<file path="src/rtl/medfilt_stream_tx_if.sv">
// Host sample stream into the feeder and aligned median strobe out of it.
interface medfilt_stream_tx_if #(
   parameter int DW = 8
);
   logic [DW-1:0] s_data;
   logic          s_valid;
   logic          s_ready;
   logic [DW-1:0] m_data;
   logic          m_valid;

   modport master (output s_data, s_valid, input s_ready, m_data, m_valid);
   modport slave  (input s_data, s_valid, output s_ready, m_data, m_valid);
endinterface

</file>
<file path="src/rtl/medfilt_stream_tx.sv">
// FIFO-fed launcher for the 3-tap median core; emits only medians of gap-free windows.
// Optional underrun counter output gap_cnt enabled by MEDTX_GAP_CNT_EN.
module medfilt_stream_tx #(
   parameter int DW          = 8,
   parameter int FIFO_DEPTH  = 8,
   parameter int FLT_LATENCY = 2
) (
   input  logic                         clk,
   input  logic                         rst_n,
   medfilt_stream_tx_if.slave           bus,
   input  logic                         tx_en,
   output logic [DW-1:0]                flt_inp,
   input  logic [DW-1:0]                flt_utp,
   output logic [$clog2(FIFO_DEPTH):0]  fifo_level
`ifdef MEDTX_GAP_CNT_EN
   ,
   output logic [15:0]                  gap_cnt
`endif
);

   localparam int AW = $clog2(FIFO_DEPTH);
   localparam logic [AW:0] FULL_LVL = FIFO_DEPTH[AW:0];

   logic [DW-1:0]          mem [FIFO_DEPTH];
   logic [AW-1:0]          wr_ptr, rd_ptr;
   logic                   push, pop;
   logic [2:0]             tag;
   logic                   win;
   logic [FLT_LATENCY-1:0] win_dly;

   // s_ready ignores a same-cycle pop, so a full FIFO always refuses.
   assign bus.s_ready = (fifo_level < FULL_LVL);
   assign push        = bus.s_valid & bus.s_ready;
   assign pop         = tx_en & (fifo_level != '0);
   assign win         = &tag;

   always_ff @(posedge clk) begin
      if (push) mem[wr_ptr] <= bus.s_data;
   end

   always_ff @(posedge clk or negedge rst_n) begin
      if (!rst_n) begin
         wr_ptr     <= '0;
         rd_ptr     <= '0;
         fifo_level <= '0;
      end else begin
         if (push) wr_ptr <= wr_ptr + AW'(1);
         if (pop)  rd_ptr <= rd_ptr + AW'(1);
         case ({push, pop})
            2'b10:   fifo_level <= fifo_level + 1'b1;
            2'b01:   fifo_level <= fifo_level - 1'b1;
            default: fifo_level <= fifo_level;
         endcase
      end
   end

   // tag[0] marks a real launch this edge; a gap shifts in 0 and holds flt_inp.
   always_ff @(posedge clk or negedge rst_n) begin
      if (!rst_n) begin
         flt_inp <= '0;
         tag     <= '0;
      end else begin
         tag <= {tag[1:0], pop};
         if (pop) flt_inp <= mem[rd_ptr];
      end
   end

   // win travels alongside the sample through the core's pipeline.
   always_ff @(posedge clk or negedge rst_n) begin
      if (!rst_n) begin
         win_dly     <= '0;
         bus.m_data  <= '0;
         bus.m_valid <= 1'b0;
      end else begin
         win_dly[0] <= win;
         for (int i = 1; i < FLT_LATENCY; i++) win_dly[i] <= win_dly[i-1];
         bus.m_valid <= win_dly[FLT_LATENCY-1];
         if (win_dly[FLT_LATENCY-1]) bus.m_data <= flt_utp;
      end
   end

`ifdef MEDTX_GAP_CNT_EN
   always_ff @(posedge clk or negedge rst_n) begin
      if (!rst_n)                                              gap_cnt <= '0;
      else if (tx_en && fifo_level == '0 && gap_cnt != 16'hFFFF) gap_cnt <= gap_cnt + 16'd1;
   end
`endif

endmodule

</file>
<file path="src/flat_wrapper.sv">
// flat-port wrapper written by rule: the top's interface ports become plain ports
module medfilt_stream_tx_flat 
#(
   parameter int DW          = 8,
   parameter int FIFO_DEPTH  = 8,
   parameter int FLT_LATENCY = 2
)
  (clk, rst_n, tx_en, flt_inp, flt_utp, fifo_level, bus_s_data, bus_s_valid, bus_s_ready, bus_m_data, bus_m_valid);
  medfilt_stream_tx_if #(.DW(DW)) bus_i ();
  input  logic clk;
  input  logic rst_n;
  input  logic tx_en;
  output logic [DW-1:0] flt_inp;
  input  logic [DW-1:0] flt_utp;
  output logic [$clog2(FIFO_DEPTH):0] fifo_level;
  input wire logic [$bits(bus_i.s_data)-1:0] bus_s_data;
  input wire logic [$bits(bus_i.s_valid)-1:0] bus_s_valid;
  output wire logic [$bits(bus_i.s_ready)-1:0] bus_s_ready;
  output wire logic [$bits(bus_i.m_data)-1:0] bus_m_data;
  output wire logic [$bits(bus_i.m_valid)-1:0] bus_m_valid;
  assign bus_i.s_data = bus_s_data;
  assign bus_i.s_valid = bus_s_valid;
  assign bus_s_ready = bus_i.s_ready;
  assign bus_m_data = bus_i.m_data;
  assign bus_m_valid = bus_i.m_valid;
  medfilt_stream_tx #(.DW(DW), .FIFO_DEPTH(FIFO_DEPTH), .FLT_LATENCY(FLT_LATENCY)) u_core (.clk(clk), .rst_n(rst_n), .bus(bus_i), .tx_en(tx_en), .flt_inp(flt_inp), .flt_utp(flt_utp), .fifo_level(fifo_level));
endmodule
</file>
<file path="config.mk">
export PLATFORM = sky130hd
export DESIGN_NAME = medfilt_stream_tx_flat
export DESIGN_NICKNAME = d
export VERILOG_FILES = /design/src/rtl/medfilt_stream_tx_if.sv /design/src/rtl/medfilt_stream_tx.sv /design/src/flat_wrapper.sv
export SDC_FILE = /design/constraint.sdc
export NUM_CORES = 1
export LEC_CHECK = 0
export ABC_AREA = 1
export BUFFER_PORTS_ARGS = -buffer_cell sky130_fd_sc_hd__buf_2
export CORE_UTILIZATION = 35
export CTS_CLUSTER_DIAMETER = 30
export DETAILED_ROUTE_END_ITERATION = 8
export GPL_ROUTABILITY_DRIVEN = 0
export PLACE_DENSITY_LB_ADDON = 0.05
export SYNTH_ARGS = -nofsm -noshare
export SYNTH_HDL_FRONTEND = slang
export SYNTH_SLANG_ARGS = --single-unit
</file>
<file path="constraint.sdc">
create_clock -name clk -period 2.27 [get_ports clk]
set_input_delay 0 -clock clk [delete_from_list [all_inputs] [get_ports clk]]
set_output_delay 0 -clock clk [all_outputs]
set_load 0.005 [all_outputs]
</file>
==> Implementation_results.wiki <==
{| class="wikitable"
! Metric !! Value
|-
| Antenna diode instance count || 0
|-
| GRT Overall Usage || 16.25%
|-
| Max capacitance violation total || 0
|-
| Deepest clock path buffer count || 2
|-
| Post-synth ARST share || roughly 33%
|-
| Wire length reported by the detailed router || 8442 um
|-
| Final worst path period share || 89.48%
|-
| Kind of capture point of the worst setup path || register
|-
| Floorplan Core Area || 10840 um^2
|-
| Wire length per cell || approximately 16 um
|-
| Min-Delay Path Depth || 3
|-
| Via density per instance || 4.607
|-
| Worst hold slack across all endpoints || roughly 0.028 ns
|-
| List of most frequent post-synthesis cells || sky130_fd_sc_hd__nor2_1, sky130_fd_sc_hd__edfxtp_1, sky130_fd_sc_hd__nand2_1
|-
| Worst EP arrival || 2.27 ns
|-
| Area used by multi-input combinational logic || 994.7 um^2
|-
| Synthesized flop and latch total || 96
|-
| Main combinational cell family by area after synthesis || simple AND/OR/NAND/NOR gates
|-
| Mux cell area share after synthesis || 2.308%
|-
| Length in cells of the worst reg-to-reg path || 12
|-
| Final Critical Period || slightly above 2 ns
|-
| Sum of net half-perimeters after detailed placement || approximately 5200 um
|-
| Startpoint type of the worst setup path || register
|-
| Classification of the worst-slack hold path || in -> reg
|-
| Data required time at the worst endpoint || 2.51 ns
|-
| Max H-tree Level || 3
|-
| Endpoint of the lowest-slack register-to-register path || u_core.fifo_level[2]
|-
| Arithmetic-cell share of the synthesized area counting full adders, half adders and majority gates || 1.603%
|-
| Clock latency on the worst-skew pair || 0.36 ns
|-
| Part of the Yosys area used for sequential elements || ~70%
|-
| Relative slew slack || 48.09%
|-
| Number of slew-limit violations in the final report || 0
|-
| Top_reg_cell synth || sky130_fd_sc_hd__edfxtp_1
|-
| Clock tree from TritonCTS || done
|-
| Post-synthesis share of cell area spent on xor and xnor gates || ~1.3%
|-
| Post-synthesis simple-gate area fraction || 15.39%
|-
| Reg area || 2723 um^2
|-
| Initial detailed-routing violation count || around 150
|-
| Peak Freq || 0.4923 GHz
|-
| RSZ-0062 raised after global routing || false
|-
| Synthesis Warnings || 0
|-
| Horizontal extent of the die || around 110 um
|-
| Count of flip-flops with a built-in enable after synthesis || 64
|-
| DRC violations left || 0
|-
| Routed Antenna Nets || 0
|-
| Worst supply voltage drop on vdd || 0.3673 mV
|-
| Tightest Pin Transition || 0.7787 ns
|-
| Library cell with the highest instance count after synthesis || sky130_fd_sc_hd__nor2_1
|-
| Cts bufs inserted || 9
|-
| Cell area after synthesis || 3902 um^2
|-
| Fill cell total of the finished layout || 1038
|-
| Post-synth top area cell || sky130_fd_sc_hd__edfxtp_1
|-
| First-pass detailed-route iteration total || 4
|-
| Vertical die dimension || 107.6 um
|-
| First-pass GRT wire length || roughly 13000 um
|-
| Sink of the worst hold path || u_core.tag[0]
|-
| Share of the core filled with cells in the final layout || 43.19%
|-
| Power density cells || roughly 1200 nW/um^2
|-
| Final layout net count || 420
|-
| Number of cells after detailed placement || 506
|-
| Gate count after technology mapping || 324
|-
| Number of antenna violations at the first check in global routing || 0
|-
| Clock input transition at the sequential cells of the worst setup and hold paths || 0.09 ns
|-
| Die Area || 11580 um^2
|-
| Initial cell density of the core || 36.00%
|-
| Overflow after GRT || 0
|-
| Largest net degree at the start of global routing || 34
|-
| Top-level port count || 42
|-
| Startpoint of the most critical hold path || tx_en
|-
| Setup TNS || 0 ns
|-
| Top fanout value on the critical path || 14
|-
| Area growth, synth to finish || 19.97%
|-
| Largest cells by area after synthesis || sky130_fd_sc_hd__edfxtp_1, sky130_fd_sc_hd__dfrtp_1, sky130_fd_sc_hd__nor2_1
|-
| Design Power || 5768 uW
|-
| Share of layout cells above drive strength 1 || 21.25%
|-
| LEAKAGE || 0.001910 uW
|-
| Setup Skew || approximately 0.0091 ns
|-
| Outcome || completed
|-
| Sink count of the clock tree || 96
|-
| Worst reg2reg path startpoint || u_core.fifo_level[1]
|-
| Number of vias after detailed routing || 2488
|-
| Final count of negative-setup-slack endpoints || 0
|-
| Setup slack of the most critical reg-to-reg path || 0.24 ns
|-
| IO Port Bufs || 41
|-
| CTS root buffer || sky130_fd_sc_hd__clkbuf_8
|-
| Final non-filler cell total || 540
|-
| Mean post-synth cell area || 12.04 um^2
|-
| Cell Rows || 38
|-
| Area fraction of the dominant cell type after synthesis || 49.25%
|-
| Critical path type || reg -> reg
|-
| Post-synthesis net count || 349
|-
| Share of the synthesized area in compound gates (AO/OA/AOI/OAI) || 4.841%
|-
| Final-report hold violation count || 0
|-
| Number of distinct library cell variants in the gate-level netlist after synthesis || 24
|-
| Via count of the first global-routing pass || around 2400
|}
[registers in the layout, summed over array words and instances (netlist names)]
name                flops
u_core.flt_inp          8
u_core.tag              3
u_core.rd_ptr           3
u_core.bus.m_valid      1
u_core.wr_ptr           3
u_core.fifo_level       4
u_core.bus.m_data       8
u_core.mem             64
u_core.win_dly          2
[worst max-delay path by stage]
stage,to,startpoint,slack [ns],cells past startpoint
final,u_core.fifo_level[2],u_core.fifo_level[1],0.24,12
after global placement,u_core.fifo_level[2],u_core.fifo_level[0],0.25,12
after floorplan,u_core.fifo_level[2],u_core.fifo_level[0],0.32,12
after detailed placement,u_core.fifo_level[2],u_core.fifo_level[0],0.24,12
after CTS,u_core.fifo_level[2],u_core.fifo_level[0],0.21,12
after global routing,u_core.fifo_level[2],u_core.fifo_level[1],0.05,12
[layout make-up]
class	count	area share, %
Clock buffer	11	3.020
Sequential cell	96	58.15
Tap cell	140	3.741
Timing Repair Buffer	73	10.48
Multi-Input combinational cell	202	21.25
Inverter	13	1.149
Clock inverter	5	2.218
[worst max-delay path: stages (launching register included)]
cell and delay, ns:
sky130_fd_sc_hd__dfrtp_1 0.43, sky130_fd_sc_hd__nor2_1 0.08, sky130_fd_sc_hd__nand3_2 0.08, sky130_fd_sc_hd__nand2_4 0.05, sky130_fd_sc_hd__inv_2 0.23, sky130_fd_sc_hd__ha_1 0.31
sky130_fd_sc_hd__nand2_1 0.08, sky130_fd_sc_hd__inv_1 0.07, sky130_fd_sc_hd__nor2_1 0.05, sky130_fd_sc_hd__ha_1 0.17, sky130_fd_sc_hd__a21oi_1 0.14, sky130_fd_sc_hd__xor2_1 0.15
sky130_fd_sc_hd__o21ai_0 0.08
[per-layer routing]
layer / vias to the layer above / part of all wire [%] / wire length, um / GRT usage (%)
met1: 1183 / 46 / 3850 / 21.00
met5: - / 0 / 0 / 0
met3: 8 / 4.3 / 366 / 3.632
li1: 1242 / - / - / -
met4: 0 / 1.1 / 93 / 6.164
met2: 55 / 49 / 4131 / 26.56
[where the power goes]
part	leakage [uW]	switching (uW)	total [uW]	internal [uW]
logic	0.000819	1140	1900	766
registers	0.000968	254	2520	2260
clock network	0.000124	585	1350	763
[kinds of logic (layout without fill, tap and decap cells)]
| group | after synthesis | after routing |
|---|---|---|
| and+or+nand+nor | 146 | 146 |
| DFF | 96 | 96 |
| AOI/OAI and AO/OA | 37 | 37 |
| buffers and inverters | 26 | 102 |
| muxes | 8 | 8 |
| xor gates and xnor gates | 6 | 6 |
| adders and majority gates | 5 | 5 |
[per-stage QoR]
stage / setup slack (ns) / cell area (um^2)
2_1_floorplan: 0.3189 / 3902
4_1_cts: 0.2089 / 4682
6_report: 0.2389 / 4682
3_5_place_dp: 0.2428 / 4257
3_3_place_gp: 0.2536 / 4257
5_1_grt: 0.04788 / 4682
[layout by cell type (no fill, tap or decap)]
cell / count
sky130_fd_sc_hd__clkbuf_8: 10
sky130_fd_sc_hd__a21oi_1: 1
sky130_fd_sc_hd__inv_1: 8
sky130_fd_sc_hd__or2_1: 1
sky130_fd_sc_hd__inv_2: 3
sky130_fd_sc_hd__buf_4: 14
sky130_fd_sc_hd__xnor2_1: 2
sky130_fd_sc_hd__clkinv_4: 1
sky130_fd_sc_hd__dlygate4sd3_1: 18
sky130_fd_sc_hd__nand2_4: 1
sky130_fd_sc_hd__clkinv_1: 1
sky130_fd_sc_hd__xor2_1: 4
sky130_fd_sc_hd__bufinv_16: 3
sky130_fd_sc_hd__inv_6: 1
sky130_fd_sc_hd__nand3_1: 27
sky130_fd_sc_hd__mux2_2: 8
sky130_fd_sc_hd__ha_1: 5
sky130_fd_sc_hd__o21ai_2: 1
sky130_fd_sc_hd__clkinv_2: 1
sky130_fd_sc_hd__nor2_1: 75
sky130_fd_sc_hd__o21ai_0: 5
sky130_fd_sc_hd__dfrtp_1: 32
sky130_fd_sc_hd__nand2_1: 40
sky130_fd_sc_hd__o21ai_1: 30
sky130_fd_sc_hd__clkbuf_1: 1
sky130_fd_sc_hd__nand3_2: 1
sky130_fd_sc_hd__and3_1: 1
sky130_fd_sc_hd__buf_2: 41
sky130_fd_sc_hd__edfxtp_1: 64
[timing repair]
item,4_1_cts,5_1_grt
hold endpoints to repair,105,0
gates resized for setup,0,0
setup endpoints to repair,0,0
buffers inserted,0,0
hold buffers,18,0
Note: power is estimated with default switching activity, not from simulation.
